[src/rtl/team_06_echo_engine_if.sv]
// Sample-stream and ring-buffer SRAM signals of the echo engine.
// The engine connects through the slave modport; source, sink and SRAM connect through master.
interface team_06_echo_engine_if #(
  parameter int DATA_W = 8,
  parameter int ADDR_W = 13
);
  logic [1:0]        mode;
  logic [3:0]        decay;
  logic [ADDR_W-1:0] delay_in;
  logic [DATA_W-1:0] audio_in;
  logic              sample_valid;
  logic              sample_ready;
  logic              mem_rd_req;
  logic [ADDR_W-1:0] mem_rd_addr;
  logic [DATA_W-1:0] mem_rd_data;
  logic              mem_rd_ack;
  logic              mem_wr_req;
  logic [ADDR_W-1:0] mem_wr_addr;
  logic [DATA_W-1:0] mem_wr_data;
  logic              mem_wr_ack;
  logic [DATA_W-1:0] echo_out;
  logic              out_valid;

  modport slave (
    input  mode, decay, delay_in, audio_in, sample_valid,
    input  mem_rd_data, mem_rd_ack, mem_wr_ack,
    output sample_ready, mem_rd_req, mem_rd_addr,
    output mem_wr_req, mem_wr_addr, mem_wr_data,
    output echo_out, out_valid
  );

  modport master (
    output mode, decay, delay_in, audio_in, sample_valid,
    output mem_rd_data, mem_rd_ack, mem_wr_ack,
    input  sample_ready, mem_rd_req, mem_rd_addr,
    input  mem_wr_req, mem_wr_addr, mem_wr_data,
    input  echo_out, out_valid
  );
endinterface

[src/rtl/team_06_echo_engine.sv]
// Echo/reverb engine: mixes each accepted sample with the one DELAY positions back
// in an external SRAM ring buffer and writes back the dry or the mixed sample.
module team_06_echo_engine #(
  parameter int DATA_W    = 8,
  parameter int ADDR_W    = 13,
  parameter int DEF_DELAY = 8000
) (
  input  logic                   clk,
  input  logic                   n_rst,
  team_06_echo_engine_if.slave   bus
);

  localparam int DLY_W = 32;
  localparam logic [1:0] MODE_BYPASS = 2'b00;
  localparam logic [1:0] MODE_REVERB = 2'b10;
  localparam logic [ADDR_W-1:0] FILL_MAX = {ADDR_W{1'b1}};

  typedef enum logic [2:0] {
    S_IDLE = 3'd0,
    S_RD   = 3'd1,
    S_MIX  = 3'd2,
    S_WR   = 3'd3,
    S_DONE = 3'd4
  } state_t;

  // Weighted mix in sixteenths; the sum never exceeds (2**DATA_W-1)*16, so DATA_W+4 bits suffice.
  function automatic logic [DATA_W-1:0] mix_f(
    input logic [DATA_W-1:0] cur,
    input logic [DATA_W-1:0] old,
    input logic [3:0]        g
  );
    logic [DATA_W+3:0] dry_s;
    logic [DATA_W+3:0] wet_s;
    logic [DATA_W+3:0] sum_s;
    dry_s = (DATA_W+4)'(cur) * (DATA_W+4)'(5'd16 - {1'b0, g});
    wet_s = (DATA_W+4)'(old) * (DATA_W+4)'(g);
    sum_s = dry_s + wet_s;
    return DATA_W'(sum_s >> 4);
  endfunction

  state_t            state_r;
  logic [ADDR_W-1:0] wr_ptr_r;
  logic [ADDR_W-1:0] fill_r;
  logic [DATA_W-1:0] in_r;
  logic [1:0]        mode_r;
  logic [3:0]        decay_r;
  logic [DATA_W-1:0] past_r;
  logic [DATA_W-1:0] result_r;
  logic              sample_ready_r;
  logic              rd_req_r;
  logic [ADDR_W-1:0] rd_addr_r;
  logic              wr_req_r;
  logic [ADDR_W-1:0] wr_addr_r;
  logic [DATA_W-1:0] wr_data_r;
  logic [DATA_W-1:0] echo_out_r;
  logic              out_valid_r;

  logic [DLY_W-1:0]  eff_delay_s;
  logic              accept_s;
  logic              warm_s;
  logic [ADDR_W-1:0] rd_addr_s;
  logic [DATA_W-1:0] mix_s;

  // Effective delay, warm-up decision and read address for the sample on offer
  always_comb begin
    eff_delay_s = DLY_W'(DEF_DELAY);
    if (bus.delay_in != {ADDR_W{1'b0}}) begin
      eff_delay_s = DLY_W'(bus.delay_in);
    end else begin
      eff_delay_s = DLY_W'(DEF_DELAY);
    end
    accept_s  = bus.sample_valid && sample_ready_r;
    // Full-width compare: delays beyond the buffer depth stay in warm-up forever
    warm_s    = DLY_W'(fill_r) < eff_delay_s;
    rd_addr_s = wr_ptr_r - eff_delay_s[ADDR_W-1:0];
    mix_s     = mix_f(in_r, past_r, decay_r);
  end

  // Transaction sequencer with all outputs registered
  always_ff @(posedge clk or negedge n_rst) begin
    if (!n_rst) begin
      state_r        <= S_IDLE;
      wr_ptr_r       <= {ADDR_W{1'b0}};
      fill_r         <= {ADDR_W{1'b0}};
      in_r           <= {DATA_W{1'b0}};
      mode_r         <= 2'b00;
      decay_r        <= 4'd0;
      past_r         <= {DATA_W{1'b0}};
      result_r       <= {DATA_W{1'b0}};
      sample_ready_r <= 1'b1;
      rd_req_r       <= 1'b0;
      rd_addr_r      <= {ADDR_W{1'b0}};
      wr_req_r       <= 1'b0;
      wr_addr_r      <= {ADDR_W{1'b0}};
      wr_data_r      <= {DATA_W{1'b0}};
      echo_out_r     <= {DATA_W{1'b0}};
      out_valid_r    <= 1'b0;
    end else begin
      out_valid_r <= 1'b0;
      case (state_r)
        S_IDLE: begin
          if (accept_s) begin
            in_r           <= bus.audio_in;
            mode_r         <= bus.mode;
            decay_r        <= bus.decay;
            sample_ready_r <= 1'b0;
            if (bus.mode == MODE_BYPASS) begin
              result_r <= bus.audio_in;
              state_r  <= S_DONE;
            end else if (warm_s) begin
              past_r  <= {DATA_W{1'b0}};
              state_r <= S_MIX;
            end else begin
              rd_req_r  <= 1'b1;
              rd_addr_r <= rd_addr_s;
              state_r   <= S_RD;
            end
          end else begin
            state_r <= S_IDLE;
          end
        end
        S_RD: begin
          if (bus.mem_rd_ack) begin
            past_r   <= bus.mem_rd_data;
            rd_req_r <= 1'b0;
            state_r  <= S_MIX;
          end else begin
            state_r <= S_RD;
          end
        end
        S_MIX: begin
          result_r  <= mix_s;
          wr_req_r  <= 1'b1;
          wr_addr_r <= wr_ptr_r;
          wr_data_r <= (mode_r == MODE_REVERB) ? mix_s : in_r;
          state_r   <= S_WR;
        end
        S_WR: begin
          if (bus.mem_wr_ack) begin
            wr_req_r <= 1'b0;
            wr_ptr_r <= wr_ptr_r + ADDR_W'(1);
            if (fill_r != FILL_MAX) begin
              fill_r <= fill_r + ADDR_W'(1);
            end else begin
              fill_r <= fill_r;
            end
            state_r <= S_DONE;
          end else begin
            state_r <= S_WR;
          end
        end
        S_DONE: begin
          echo_out_r     <= result_r;
          out_valid_r    <= 1'b1;
          sample_ready_r <= 1'b1;
          state_r        <= S_IDLE;
        end
        default: begin
          rd_req_r       <= 1'b0;
          wr_req_r       <= 1'b0;
          sample_ready_r <= 1'b1;
          state_r        <= S_IDLE;
        end
      endcase
    end
  end

  assign bus.sample_ready = sample_ready_r;
  assign bus.mem_rd_req   = rd_req_r;
  assign bus.mem_rd_addr  = rd_addr_r;
  assign bus.mem_wr_req   = wr_req_r;
  assign bus.mem_wr_addr  = wr_addr_r;
  assign bus.mem_wr_data  = wr_data_r;
  assign bus.echo_out     = echo_out_r;
  assign bus.out_valid    = out_valid_r;

endmodule

[src/flat_wrapper.sv]
// flat-port wrapper written by rule: the top's interface ports become plain ports
module team_06_echo_engine_flat 
#(
  parameter int DATA_W    = 8,
  parameter int ADDR_W    = 13,
  parameter int DEF_DELAY = 8000
)
  (clk, n_rst, bus_mode, bus_decay, bus_delay_in, bus_audio_in, bus_sample_valid, bus_mem_rd_data, bus_mem_rd_ack, bus_mem_wr_ack, bus_sample_ready, bus_mem_rd_req, bus_mem_rd_addr, bus_mem_wr_req, bus_mem_wr_addr, bus_mem_wr_data, bus_echo_out, bus_out_valid);
  team_06_echo_engine_if #(.DATA_W(DATA_W), .ADDR_W(ADDR_W)) bus_i ();
  input  logic clk;
  input  logic n_rst;
  input wire logic [$bits(bus_i.mode)-1:0] bus_mode;
  input wire logic [$bits(bus_i.decay)-1:0] bus_decay;
  input wire logic [$bits(bus_i.delay_in)-1:0] bus_delay_in;
  input wire logic [$bits(bus_i.audio_in)-1:0] bus_audio_in;
  input wire logic [$bits(bus_i.sample_valid)-1:0] bus_sample_valid;
  input wire logic [$bits(bus_i.mem_rd_data)-1:0] bus_mem_rd_data;
  input wire logic [$bits(bus_i.mem_rd_ack)-1:0] bus_mem_rd_ack;
  input wire logic [$bits(bus_i.mem_wr_ack)-1:0] bus_mem_wr_ack;
  output wire logic [$bits(bus_i.sample_ready)-1:0] bus_sample_ready;
  output wire logic [$bits(bus_i.mem_rd_req)-1:0] bus_mem_rd_req;
  output wire logic [$bits(bus_i.mem_rd_addr)-1:0] bus_mem_rd_addr;
  output wire logic [$bits(bus_i.mem_wr_req)-1:0] bus_mem_wr_req;
  output wire logic [$bits(bus_i.mem_wr_addr)-1:0] bus_mem_wr_addr;
  output wire logic [$bits(bus_i.mem_wr_data)-1:0] bus_mem_wr_data;
  output wire logic [$bits(bus_i.echo_out)-1:0] bus_echo_out;
  output wire logic [$bits(bus_i.out_valid)-1:0] bus_out_valid;
  assign bus_i.mode = bus_mode;
  assign bus_i.decay = bus_decay;
  assign bus_i.delay_in = bus_delay_in;
  assign bus_i.audio_in = bus_audio_in;
  assign bus_i.sample_valid = bus_sample_valid;
  assign bus_i.mem_rd_data = bus_mem_rd_data;
  assign bus_i.mem_rd_ack = bus_mem_rd_ack;
  assign bus_i.mem_wr_ack = bus_mem_wr_ack;
  assign bus_sample_ready = bus_i.sample_ready;
  assign bus_mem_rd_req = bus_i.mem_rd_req;
  assign bus_mem_rd_addr = bus_i.mem_rd_addr;
  assign bus_mem_wr_req = bus_i.mem_wr_req;
  assign bus_mem_wr_addr = bus_i.mem_wr_addr;
  assign bus_mem_wr_data = bus_i.mem_wr_data;
  assign bus_echo_out = bus_i.echo_out;
  assign bus_out_valid = bus_i.out_valid;
  team_06_echo_engine #(.DATA_W(DATA_W), .ADDR_W(ADDR_W), .DEF_DELAY(DEF_DELAY)) u_core (.clk(clk), .n_rst(n_rst), .bus(bus_i));
endmodule
[config.mk]
export PLATFORM = sky130hd
export DESIGN_NAME = team_06_echo_engine_flat
export DESIGN_NICKNAME = d
export VERILOG_FILES = /design/src/rtl/team_06_echo_engine_if.sv /design/src/rtl/team_06_echo_engine.sv /design/src/flat_wrapper.sv
export SDC_FILE = /design/constraint.sdc
export NUM_CORES = 1
export LEC_CHECK = 0
export ABC_AREA = 1
export CORE_UTILIZATION = 42
export CTS_CLUSTER_SIZE = 20
export DETAILED_ROUTE_END_ITERATION = 12
export GPL_TIMING_DRIVEN = 0
export PLACE_DENSITY = 0.62
export SYNTH_ARGS = -nofsm -noshare
export SYNTH_HDL_FRONTEND = slang
export SYNTH_SLANG_ARGS = --single-unit
[constraint.sdc]
create_clock -name clk -period 6.7 [get_ports clk]
set_clock_uncertainty 0.05 [all_clocks]
set_input_delay 1.005 -clock clk [delete_from_list [all_inputs] [get_ports clk]]
set_output_delay 1.005 -clock clk [all_outputs]
set_load 0.03 [all_outputs]
==> reports/qor.yml <==
sta:
  fmax_mhz: 172.6
  setup_violations: 0
  setup_tns_ns: 0
  fin_crit_ns: 5.792
  worst_pin_slew_ns: 0.7564
  hold_ws_ns: 0.4295
  relSlewSlack_pct: 49.39
  slew_viol_final: 0
  rsz0062_at_grt: "no"
  period_share_pct: 86.45
  final-hold-violation-count: 0
placed_design:
  gp_congestion: 0.8698
  io_buffers: 85
  hpwl_um: 15230
floorplanning:
  core_sq_mm: 0.01864
  row_count: 50
  die_w_um: 139.8
  fp.dieArea_sq_mm: 0.01954
  ios: 86
  initial_core_util_pct: 42.78
  die_y_um: 139.8
setup_path:
  startpoint_type: "register"
  criticalPathCategory: "register to register"
  end_kind: "register"
  cp_data_arrival_time_ns: 6.00
  cp_max_fo: 10
  required_ns: 6.91
synthesis:
  synth_top_family_by_area: "simple AND/OR/NAND/NOR gates"
  synth_area_leaders: "dfrtp_1 33%, nand2_1 14%, fa_1 12%"
  ys_async_sr_fraction_pct: 100.0
  syn_nets: 1175
  synth_cell_types: 43
  yosys_warnings: 0
  syn_area_per_cell_sq_um: 7.758
  synthMuxAreaShare_pct: 0
  synth_area_sq_mm: 0.007975
  synth_cells: 1028
  synth_edf_count: 0
  yosysTopAreaCell: "dfrtp_1"
  synth_compound_area_share_pct: 7.625
  ys_seq_area_share_pct: 32.96
  ys_seq_elements: 105
  synthFlopType: "dfrtp_1"
  yosys.area_share.simple_pct: 23.17
  synth.top_cell.area_share_pct: 32.63
  synthAdderAreaFrac_pct: 21.21
  synth_xor_area_share_pct: 4.063
global_routing:
  grt_pass1_vias: 6597
  grt_overflow: 0
  gr-usage-met2_pct: 33.97
  grt_pass1_wl_um: 32590
  antenna_found_initial: 0
  busiest_layer: "met2"
  grt_usage_pct: 21.12
  grt_util_met3_pct: 2.478
  met1_usage_pct: 29.94
  grt_max_degree: 61
finish:
  nets: 1272
  synthToLayoutAreaGrowth_pct: 18.51
  diodes: 0
  drive_gt1_share_pct: 4.690
  fill_cells: 1853
clocking:
  ctsHtreeMaxLevel: 3
  clkSinkCount: 105
  cts_resized: 0
  ctsHoldBuffers: 0
  cts_tree: "yes"
  cts_root_buf: "clkbuf_16"
  cts_made_buffers: 9
  clock_path_buffers: 2
  clk_pin_slew_ns: 0.08
  post-cts-setup-buffer-count: 0
  insertion_delay_ns: 0.36
outcome:
  outcome: "finished clean"
detailed_routing:
  vias_per_cell: 4.869
  drt_drc_violations_left: 0
  drtIter0Drc: 313
  routed_wl_um: 19030
  drt-wirelength-per-cell_um: 13.95
  detail-route-antenna-nets: 0
  vias: 6641
  firstDrtPassIters: 4
min_path:
  hold_path.class: "register to register"
job:
  cap_violations: 0
==> logic make-up after synthesis <==
group,after synthesis
compound gates,110
xor+xnor,37
fa+ha+maj,107
buf+inv,227
flops,105
simple gates,442
==> Yosys cell counts (all sizes together) (2+ instances only) <==
cell type  number
inv           204
nor2           61
ha             60
buf            11
o21bai          2
clkbuf         11
xnor2           9
a21oi          25
nand3b          2
nor4            2
fa             47
dfrtp         104
nand3          53
o211ai          2
nand4           5
nor3           13
o21ai          70
a21boi          2
nand2         303
xor2           28
nor3b           2
o21a            4
==> path summary, 6_finish.rpt <==
kind                                                    endpoint  cells after the start  slack [ns]                               start
hold reg to reg               u_core.bus.echo_out[2]$_DFFE_PN0P_                      2        0.43  u_core.bus.echo_out[2]$_DFFE_PN0P_
max in group asynchronous           u_core.fill_r[0]$_DFFE_PN0P_                      2        5.28                               n_rst
setup / recovery           u_core.bus.mem_wr_data[7]$_DFFE_PN0P_                     23        0.91       u_core.decay_r[1]$_DFFE_PN0P_
min in group asynchronous  u_core.bus.mem_wr_addr[4]$_DFFE_PN0P_                      1        0.60                               n_rst
hold / removal                u_core.bus.echo_out[2]$_DFFE_PN0P_                      2        0.43  u_core.bus.echo_out[2]$_DFFE_PN0P_
setup reg to reg           u_core.bus.mem_wr_data[7]$_DFFE_PN0P_                     23        0.91       u_core.decay_r[1]$_DFFE_PN0P_
==> cells in the final DEF, fill, tap and decap left out, types with 10 or more instances in the layout <==
| cell type | instances |
|---|---|
| clkdlybuf4s50_1 | 84 |
| inv_1 | 202 |
| nand2_1 | 299 |
| a21oi_1 | 25 |
| buf_2 | 10 |
| nand3_1 | 51 |
| fa_1 | 47 |
| dfrtp_1 | 104 |
| nor2_1 | 56 |
| nor3_1 | 12 |
| o21ai_0 | 56 |
| ha_1 | 60 |
| clkbuf_1 | 11 |
| xor2_1 | 28 |
==> worst max-delay path: stages, from the launching register on <==
cell and delay (ns):
dfrtp_1 0.33, clkbuf_1 0.40, inv_1 0.11, ha_1 0.25
xnor2_1 0.47, nand2_1 0.16, fa_1 0.57, inv_1 0.05
fa_1 0.51, fa_1 0.43, fa_1 0.54, inv_1 0.06
fa_1 0.53, inv_1 0.04, ha_1 0.34, nand2_1 0.09
nor2_1 0.14, nand3_1 0.10, nand3_1 0.14, inv_1 0.05
nand2_1 0.07, nand3_1 0.07, nand2_1 0.13, nand2_1 0.06
==> state kept, by name, indices dropped and copies added (netlist names), 13 cells and up <==
name and cells:
u_core.wr_ptr_r 13, u_core.bus.mem_rd_addr 13, u_core.fill_r 13, u_core.bus.mem_wr_addr 13
==> metrics by stage <==
step / worst slack [ns] / cell area [sq um] / std cells / util (%)
after floorplan: 1.604 / 7975 / 1028 / -
after global placement: 0.3751 / 9119 / 1347 / 48.91
after detailed placement: 0.9384 / 9144 / 1348 / 49.05
after CTS: 0.9070 / 9452 / 1364 / 50.70
after global routing: 0.4490 / 9452 / 1364 / 50.70
final: 0.9078 / 9452 / 1364 / 50.70
==> layout make-up <==
| cell class | instances | area (sq um) | share of cell area, % |
|---|---|---|---|
| Clock inverter | 7 | 82.58 | 0.8737 |
| Sequential cell | 105 | 2629 | 27.81 |
| Buffer | 22 | 102.6 | 1.086 |
| Multi-Input combinational cell | 696 | 4472 | 47.31 |
| Timing Repair Buffer | 86 | 875.8 | 9.267 |
| Inverter | 205 | 772.0 | 8.168 |
| Tap cell | 234 | 292.8 | 3.098 |
| Clock buffer | 9 | 225.2 | 2.383 |
==> metal layers <==
metal,vias to the layer above,part of all wire (%)
met2,139,45
li1,3348,-
met5,-,0
met3,22,4.1
met1,3132,49
met4,0,1.8
Power is not shown: default switching activity piles up to over one toggle a cycle in this logic, so the estimate is an artifact.
